### src/rtl/uart_tx_fifo.sv
// uart_tx_fifo
//   UART transmitter with an integrated baud divider and a transmit FIFO.
//   Producers push words at mclk rate. The block serialises the queued
//   words back-to-back, with no idle gap between frames. The frame format
//   (data bits, parity, stop bits) is fixed by parameters.
//
//   Ports
//     mclk         in   system clock
//     reset        in   synchronous, active-high reset
//     data         in   word to transmit (DATA_BITS wide)
//     data_strobe  in   push data this cycle
//     ready        out  FIFO not full; a push is accepted only while high
//     serial       out  TX line, idles high, registered
//     busy         out  frame in flight or FIFO non-empty
//     level        out  FIFO occupancy
//     overflow     out  sticky: a push arrived while ready was low
//
//   FSM states
//     state    | meaning
//     ---------+----------------------------------------------------------
//     S_IDLE   | line high; pops the head word as soon as the FIFO is non-empty
//     S_START  | start bit (low)
//     S_DATA   | data bits, LSB first
//     S_PARITY | parity bit (only reachable when PARITY != 0)
//     S_STOP   | stop bit(s); chains straight into S_START if a word is queued

module uart_tx_fifo #(
  parameter int CLK_DIV    = 48,
  parameter int DATA_BITS  = 8,
  parameter int PARITY     = 0,
  parameter int STOP_BITS  = 1,
  parameter int FIFO_DEPTH = 16
) (
  input  logic                          mclk,
  input  logic                          reset,
  input  logic [DATA_BITS-1:0]          data,
  input  logic                          data_strobe,
  output logic                          ready,
  output logic                          serial,
  output logic                          busy,
  output logic [$clog2(FIFO_DEPTH):0]   level,
  output logic                          overflow
);

  localparam int AW = $clog2(FIFO_DEPTH);
  localparam int CW = $clog2(CLK_DIV + 1);
  localparam int BW = $clog2(DATA_BITS);

  localparam logic [AW:0]   LVL_FULL = (AW + 1)'(FIFO_DEPTH);
  localparam logic [AW:0]   LVL_ONE  = (AW + 1)'(1);
  localparam logic [AW-1:0] PTR_ONE  = AW'(1);
  localparam logic [CW-1:0] CNT_BIT  = CW'(CLK_DIV - 1);
  localparam logic [CW-1:0] CNT_ONE  = CW'(1);
  localparam logic [BW-1:0] IDX_LAST = BW'(DATA_BITS - 1);
  localparam logic [BW-1:0] IDX_ONE  = BW'(1);
  localparam logic          STOP_EXTRA = (STOP_BITS == 2) ? 1'b1 : 1'b0;
  // Odd parity is the inverted XOR of the data bits, so its accumulator
  // starts at 1.
  localparam logic          PAR_INIT = (PARITY == 1) ? 1'b1 : 1'b0;

  typedef enum logic [2:0] {
    S_IDLE,
    S_START,
    S_DATA,
    S_PARITY,
    S_STOP
  } state_t;

  state_t                 state;
  logic [CW-1:0]          bcnt;
  logic [BW-1:0]          bit_cnt;
  logic                   stop_cnt;
  logic [DATA_BITS-1:0]   shifter;
  logic                   par;

  logic [DATA_BITS-1:0]   mem [FIFO_DEPTH];
  logic [AW-1:0]          wr_ptr;
  logic [AW-1:0]          rd_ptr;
  logic                   push;
  logic                   pop;
  logic [DATA_BITS-1:0]   head;

  assign ready = (level != LVL_FULL);
  assign push  = data_strobe && ready;
  assign head  = mem[rd_ptr];
  assign busy  = (state != S_IDLE) || (level != '0);

  // A word leaves the FIFO when the line is idle, or at the last cycle of
  // the final stop bit, so that the next start bit follows without a gap.
  assign pop = (level != '0) &&
               ((state == S_IDLE) ||
                ((state == S_STOP) && (bcnt == '0) && !stop_cnt));

  always_ff @(posedge mclk) begin
    if (reset) begin
      wr_ptr   <= '0;
      rd_ptr   <= '0;
      level    <= '0;
      overflow <= 1'b0;
    end else begin
      if (push) begin
        mem[wr_ptr] <= data;
        wr_ptr      <= wr_ptr + PTR_ONE;
      end
      if (pop) begin
        rd_ptr <= rd_ptr + PTR_ONE;
      end
      if (push && !pop) begin
        level <= level + LVL_ONE;
      end else if (pop && !push) begin
        level <= level - LVL_ONE;
      end
      if (data_strobe && !ready) begin
        overflow <= 1'b1;
      end
    end
  end

  // serial is registered with the value of the bit being entered, so the
  // line and the state always change on the same edge. The first START
  // after IDLE is loaded with one extra count: the pop edge leaves the line
  // high, and the start bit then lasts a full CLK_DIV cycles from the next
  // edge.
  always_ff @(posedge mclk) begin
    if (reset) begin
      state    <= S_IDLE;
      serial   <= 1'b1;
      bcnt     <= '0;
      bit_cnt  <= '0;
      stop_cnt <= 1'b0;
      shifter  <= '0;
      par      <= 1'b0;
    end else begin
      case (state)
        S_IDLE: begin
          serial <= 1'b1;
          if (pop) begin
            shifter <= head;
            par     <= PAR_INIT;
            bcnt    <= CW'(CLK_DIV);
            state   <= S_START;
          end
        end

        S_START: begin
          if (bcnt == '0) begin
            serial  <= shifter[0];
            par     <= par ^ shifter[0];
            shifter <= shifter >> 1;
            bit_cnt <= '0;
            bcnt    <= CNT_BIT;
            state   <= S_DATA;
          end else begin
            serial <= 1'b0;
            bcnt   <= bcnt - CNT_ONE;
          end
        end

        S_DATA: begin
          if (bcnt == '0) begin
            bcnt <= CNT_BIT;
            if (bit_cnt == IDX_LAST) begin
              if (PARITY != 0) begin
                serial <= par;
                state  <= S_PARITY;
              end else begin
                serial   <= 1'b1;
                stop_cnt <= STOP_EXTRA;
                state    <= S_STOP;
              end
            end else begin
              serial  <= shifter[0];
              par     <= par ^ shifter[0];
              shifter <= shifter >> 1;
              bit_cnt <= bit_cnt + IDX_ONE;
            end
          end else begin
            bcnt <= bcnt - CNT_ONE;
          end
        end

        S_PARITY: begin
          if (bcnt == '0) begin
            serial   <= 1'b1;
            stop_cnt <= STOP_EXTRA;
            bcnt     <= CNT_BIT;
            state    <= S_STOP;
          end else begin
            bcnt <= bcnt - CNT_ONE;
          end
        end

        S_STOP: begin
          if (bcnt == '0) begin
            if (stop_cnt) begin
              stop_cnt <= 1'b0;
              bcnt     <= CNT_BIT;
            end else if (pop) begin
              shifter <= head;
              par     <= PAR_INIT;
              serial  <= 1'b0;
              bcnt    <= CNT_BIT;
              state   <= S_START;
            end else begin
              serial <= 1'b1;
              state  <= S_IDLE;
            end
          end else begin
            bcnt <= bcnt - CNT_ONE;
          end
        end

        default: begin
          serial <= 1'b1;
          state  <= S_IDLE;
        end
      endcase
    end
  end

endmodule

### config.mk
export PLATFORM = sky130hd
export DESIGN_NAME = uart_tx_fifo
export DESIGN_NICKNAME = d
export VERILOG_FILES = /design/src/rtl/uart_tx_fifo.sv
export SDC_FILE = /design/constraint.sdc
export NUM_CORES = 1
export LEC_CHECK = 0
export CORE_ASPECT_RATIO = 0.8
export CORE_UTILIZATION = 52
export DETAILED_ROUTE_END_ITERATION = 10
export HOLD_SLACK_MARGIN = 0.1
export PLACE_DENSITY = 0.72
export SLEW_MARGIN = 20
export SYNTH_ARGS = -nofsm -noshare
export SYNTH_HDL_FRONTEND = slang
export SYNTH_SLANG_ARGS = --single-unit
### constraint.sdc
create_clock -name mclk -period 3.2 [get_ports mclk]
set_input_delay 0.64 -clock mclk [delete_from_list [all_inputs] [get_ports mclk]]
set_output_delay 0.64 -clock mclk [all_outputs]
set_load 0.005 [all_outputs]
==> key figures, run 1 <==
Run status
  – Status: complete, no violations

Pwr
  – Logic pwr share: 31.2%
  – Leak Pwr: 0.00275 uW
  – Reg power frac: 38.5%
  – Clk pwr share: between 30% and 40%
  – Switching Share: 30.8%
  – Int Power: 4800 uW
  – Post-layout power: 6930 uW
  – Peak VDD IR: 486 uV
  – Pwr Density: 846 mW/mm2
  – P_sw: ~2100 uW

Synthesis
  – Most common cell in the netlist: edfxtp_1
  – Unique masters post-synth: 42
  – Post-synth top area share: 55.4%
  – Top cells by area, synth: edfxtp_1 55%, dfxtp_1 11%, mux4_2 10%
  – Avg Inst Size Synth: 15.0 um2
  – Asr flop ratio synth: 0%
  – Fraction of synthesized area in multiplexers: between 10% and 20%
  – Post-Syn Nets: 489
  – Post-synthesis compound-gate area fraction: 6.60%
  – Post-synth EDFFs: 128
  – Yosys warns: 0
  – Mapped Area: 0.00694 mm2
  – Largest family of logic cells by synthesized area: multiplexers
  – Leading area contributor after synthesis: edfxtp_1
  – Syn Inst Count: 464
  – Seq/Total Area, Yosys: 66.6%
  – Post-synthesis simple-gate area fraction: 8.76%
  – Post-Synth Adder-Cell Area: under 10%
  – Most common library cells after synthesis: 128 x edfxtp_1, 54 x nor2_1, 39 x dfxtp_1, 32 x mux4_2, 24 x a211oi_1
  – Synth Flop Type: edfxtp_1
  – XOR/XNOR Fraction of Synth Area: 1.51%
  – Seq cells post-synth: 167

Clock network
  – Clock latency on the worst-skew pair: 0.42 ns
  – Clock root buffer master: clkbuf_16
  – CTS clk-pin slew, worst paths: about 0.060 ns
  – # clock sinks: 167
  – H-Tree Depth: 4
  – Max Root-Sink Buffers: 2
  – CTS tree: yes
  – Num CTS Buffers: 17

Hold path
  – Hold Crit Class: reg2reg

Worst setup path
  – Worst-path maximum fanout: 4
  – CP peak stage delay: 0.48 ns
  – CP Capture Type: flop
  – Slowest CP cell: or4b_4
  – Worst EP arrival: 3.34 ns
  – Setup crit start kind: flop
  – Worst R2R Setup Slack: 0.16 ns
  – CP Data Required Time: 3.50 ns
  – Worst path cell trace: inv_1 > ha_1 > or4b_4 > or2_4 > a21oi_4 > inv_1 > ha_4 > inv_2 > ha_1 > nor2b_1 > o21a_1 > or3_1 > a21oi_2 > xnor2_1 > nor2_1
  – Kind of critical path: reg2reg

Flow run
  – Max cap viols: 0

Route
  – Via density: 5.77
  – Initial DRC count: 358
  – DRC Markers: 0
  – TritonRoute pass-1 iters: 4
  – Routed WL: 13500 um
  – Mean routed wirelength per cell: 19.2 um
  – Vias: 4056
  – Post-DRT Antenna Nets: 0

Floorplan
  – Number of placed I/O pins: 20
  – DIE AREA: 0.0138 mm2
  – Core box area: 0.0129 mm2
  – Die W: 131 um
  – Die height: around 110 um
  – Initial Utilization: a little over half
  – Site Rows: 37

Timing
  – Fin crit share: 95.1%
  – Max-slew violation count: 0
  – Clk_skew: 0.00644 ns
  – Shortest period the worst path allows: 3.04 ns
  – Worst hold slack: 0.466 ns
  – Slew HR: roughly 52%
  – Fmax: 329 MHz
  – Hold Vio Cnt, Final: 0
  – Measured slew at the worst slew-check pin: 0.722 ns
  – Final setup vio count: 0

Global route
  – Total track usage: 21.8%
  – Initial antenna violation count: 0
  – Congestion Overflow GR: 0
  – Vias in the first global route: around 4000
  – Largest net degree at the start of global routing: 37
  – Global-route wire length before repair: 22200 um

Final layout
  – # diodes: 0
  – Layout cells sized above 1: 21.2%
  – Layout area overhead: 18.1%
  – Fin nets: 541

Placement
  – IO buf count: 19
  – DP HPWL: 8830 um
  – GPL Wtd Cong: between 0.8 and 0.9
## sequential cells by signal (all words and copies together) (netlist names), named ones only
register / count
mem: 128
shifter: 8
bcnt: 6
level: 5
rd_ptr: 4
wr_ptr: 4
bit_cnt: 3
state: 3
overflow: 1
serial: 1
## power by group through the flow
stage	registers (uW)	logic (uW)	clock network [uW]
2_1_floorplan	2640	1550	0
3_3_place_gp	2690	2030	0
4_1_cts	2670	2120	2140
5_1_grt	2700	2410	2220
6_report	2670	2160	2100
3_5_place_dp	2710	2090	0
## cell families after synthesis
family	Yosys count
buf+inv	35
fa+ha+maj	14
flops	167
compound gates	66
simple gates	129
mux	41
xor+xnor	12
## path summary, 6_finish.rpt
check,from,end,depth (start not counted)
worst max register to register,bcnt[1],level[4],15
worst min register to register,bit_cnt[2],bit_cnt[2],2
worst max-delay path,bcnt[1],level[4],15
worst min-delay path,bit_cnt[2],bit_cnt[2],2
## per-stage QoR
stage               cells  setup WS, ns  area [um2]  util, %   TNS, ns
detailed placement    672        0.0578        7570     58.6         0
finish                703         0.158        8200     63.5         0
floorplan             464        0.0179        6950        -         0
global placement      672         0.127        7570     58.6         0
global route          703      -0.00951        8200     63.5  -0.00951
CTS                   703        0.0338        8180     63.3         0
## routing by layer
metal / vias to the layer above / global-route usage, % / wire, um / share of wire [%]
li1: 1894 / - / - / -
met1: 2055 / 30.1 / 6110 / 45
met2: 95 / 33.5 / 6560 / 48
met3: 12 / 5.77 / 697 / 5.2
met4: 0 / 7.73 / 158 / 1.2
met5: - / 0 / 0 / 0
## cells in the final DEF, fill, tap and decap left out, types with 4 or more instances in the layout
cell	count
dfxtp_1	38
bufinv_16	4
edfxtp_1	128
o21ai_0	6
xor2_1	7
clkbuf_16	17
nor3_1	17
inv_1	7
nor2b_1	11
mux2i_1	9
nor2_1	54
nand3_1	4
buf_4	39
nand2_1	21
a211oi_1	24
nand2b_1	6
xnor2_1	5
a21oi_1	18
clkdlybuf4s50_1	19
ha_1	12
mux4_2	32
## worst max-delay path: cells and delay by family, from the launching register on
family	cells	cell delay (ns)
AO/OA/AOI/OAI	3	0.43
XOR/XNOR	1	0.12
adder cells (fa/ha/maj)	3	0.56
buffers and inverters	3	0.22
flip-flops	1	0.33
AND/OR/NAND/NOR	5	1.25
## area by class of cell
type / instances / area, um2
Multi-Input combinational cell: 262 / 2190
Timing Repair Buffer: 60 / 523
Inverter: 8 / 30.0
Clock inverter: 13 / 180
Fill cell: 904 / 4720
Tap cell: 175 / 219
Sequential cell: 167 / 4630
Clock buffer: 18 / 429
## repair_timing
action | in CTS | in global routing
setup endpoints to repair | 0 | 1
setup buffers | 0 | 0
gates resized for setup | 0 | 5
hold buffers | 0 | 0
No activity file was read; power rests on OpenSTA's default activity.
==> inputs of run 2 (changes only) <==
Settings changed: CAP_MARGIN set to 0.
==> results of run 2 <==
Same layout as run 1: the final DEF is identical, and so are final timing and power.
==> inputs of run 3 (changes only) <==
Settings changed: CTS_CLUSTER_SIZE set to 25.
==> results of run 3 <==
Same layout as run 1: the final DEF is identical, and so are final timing and power.
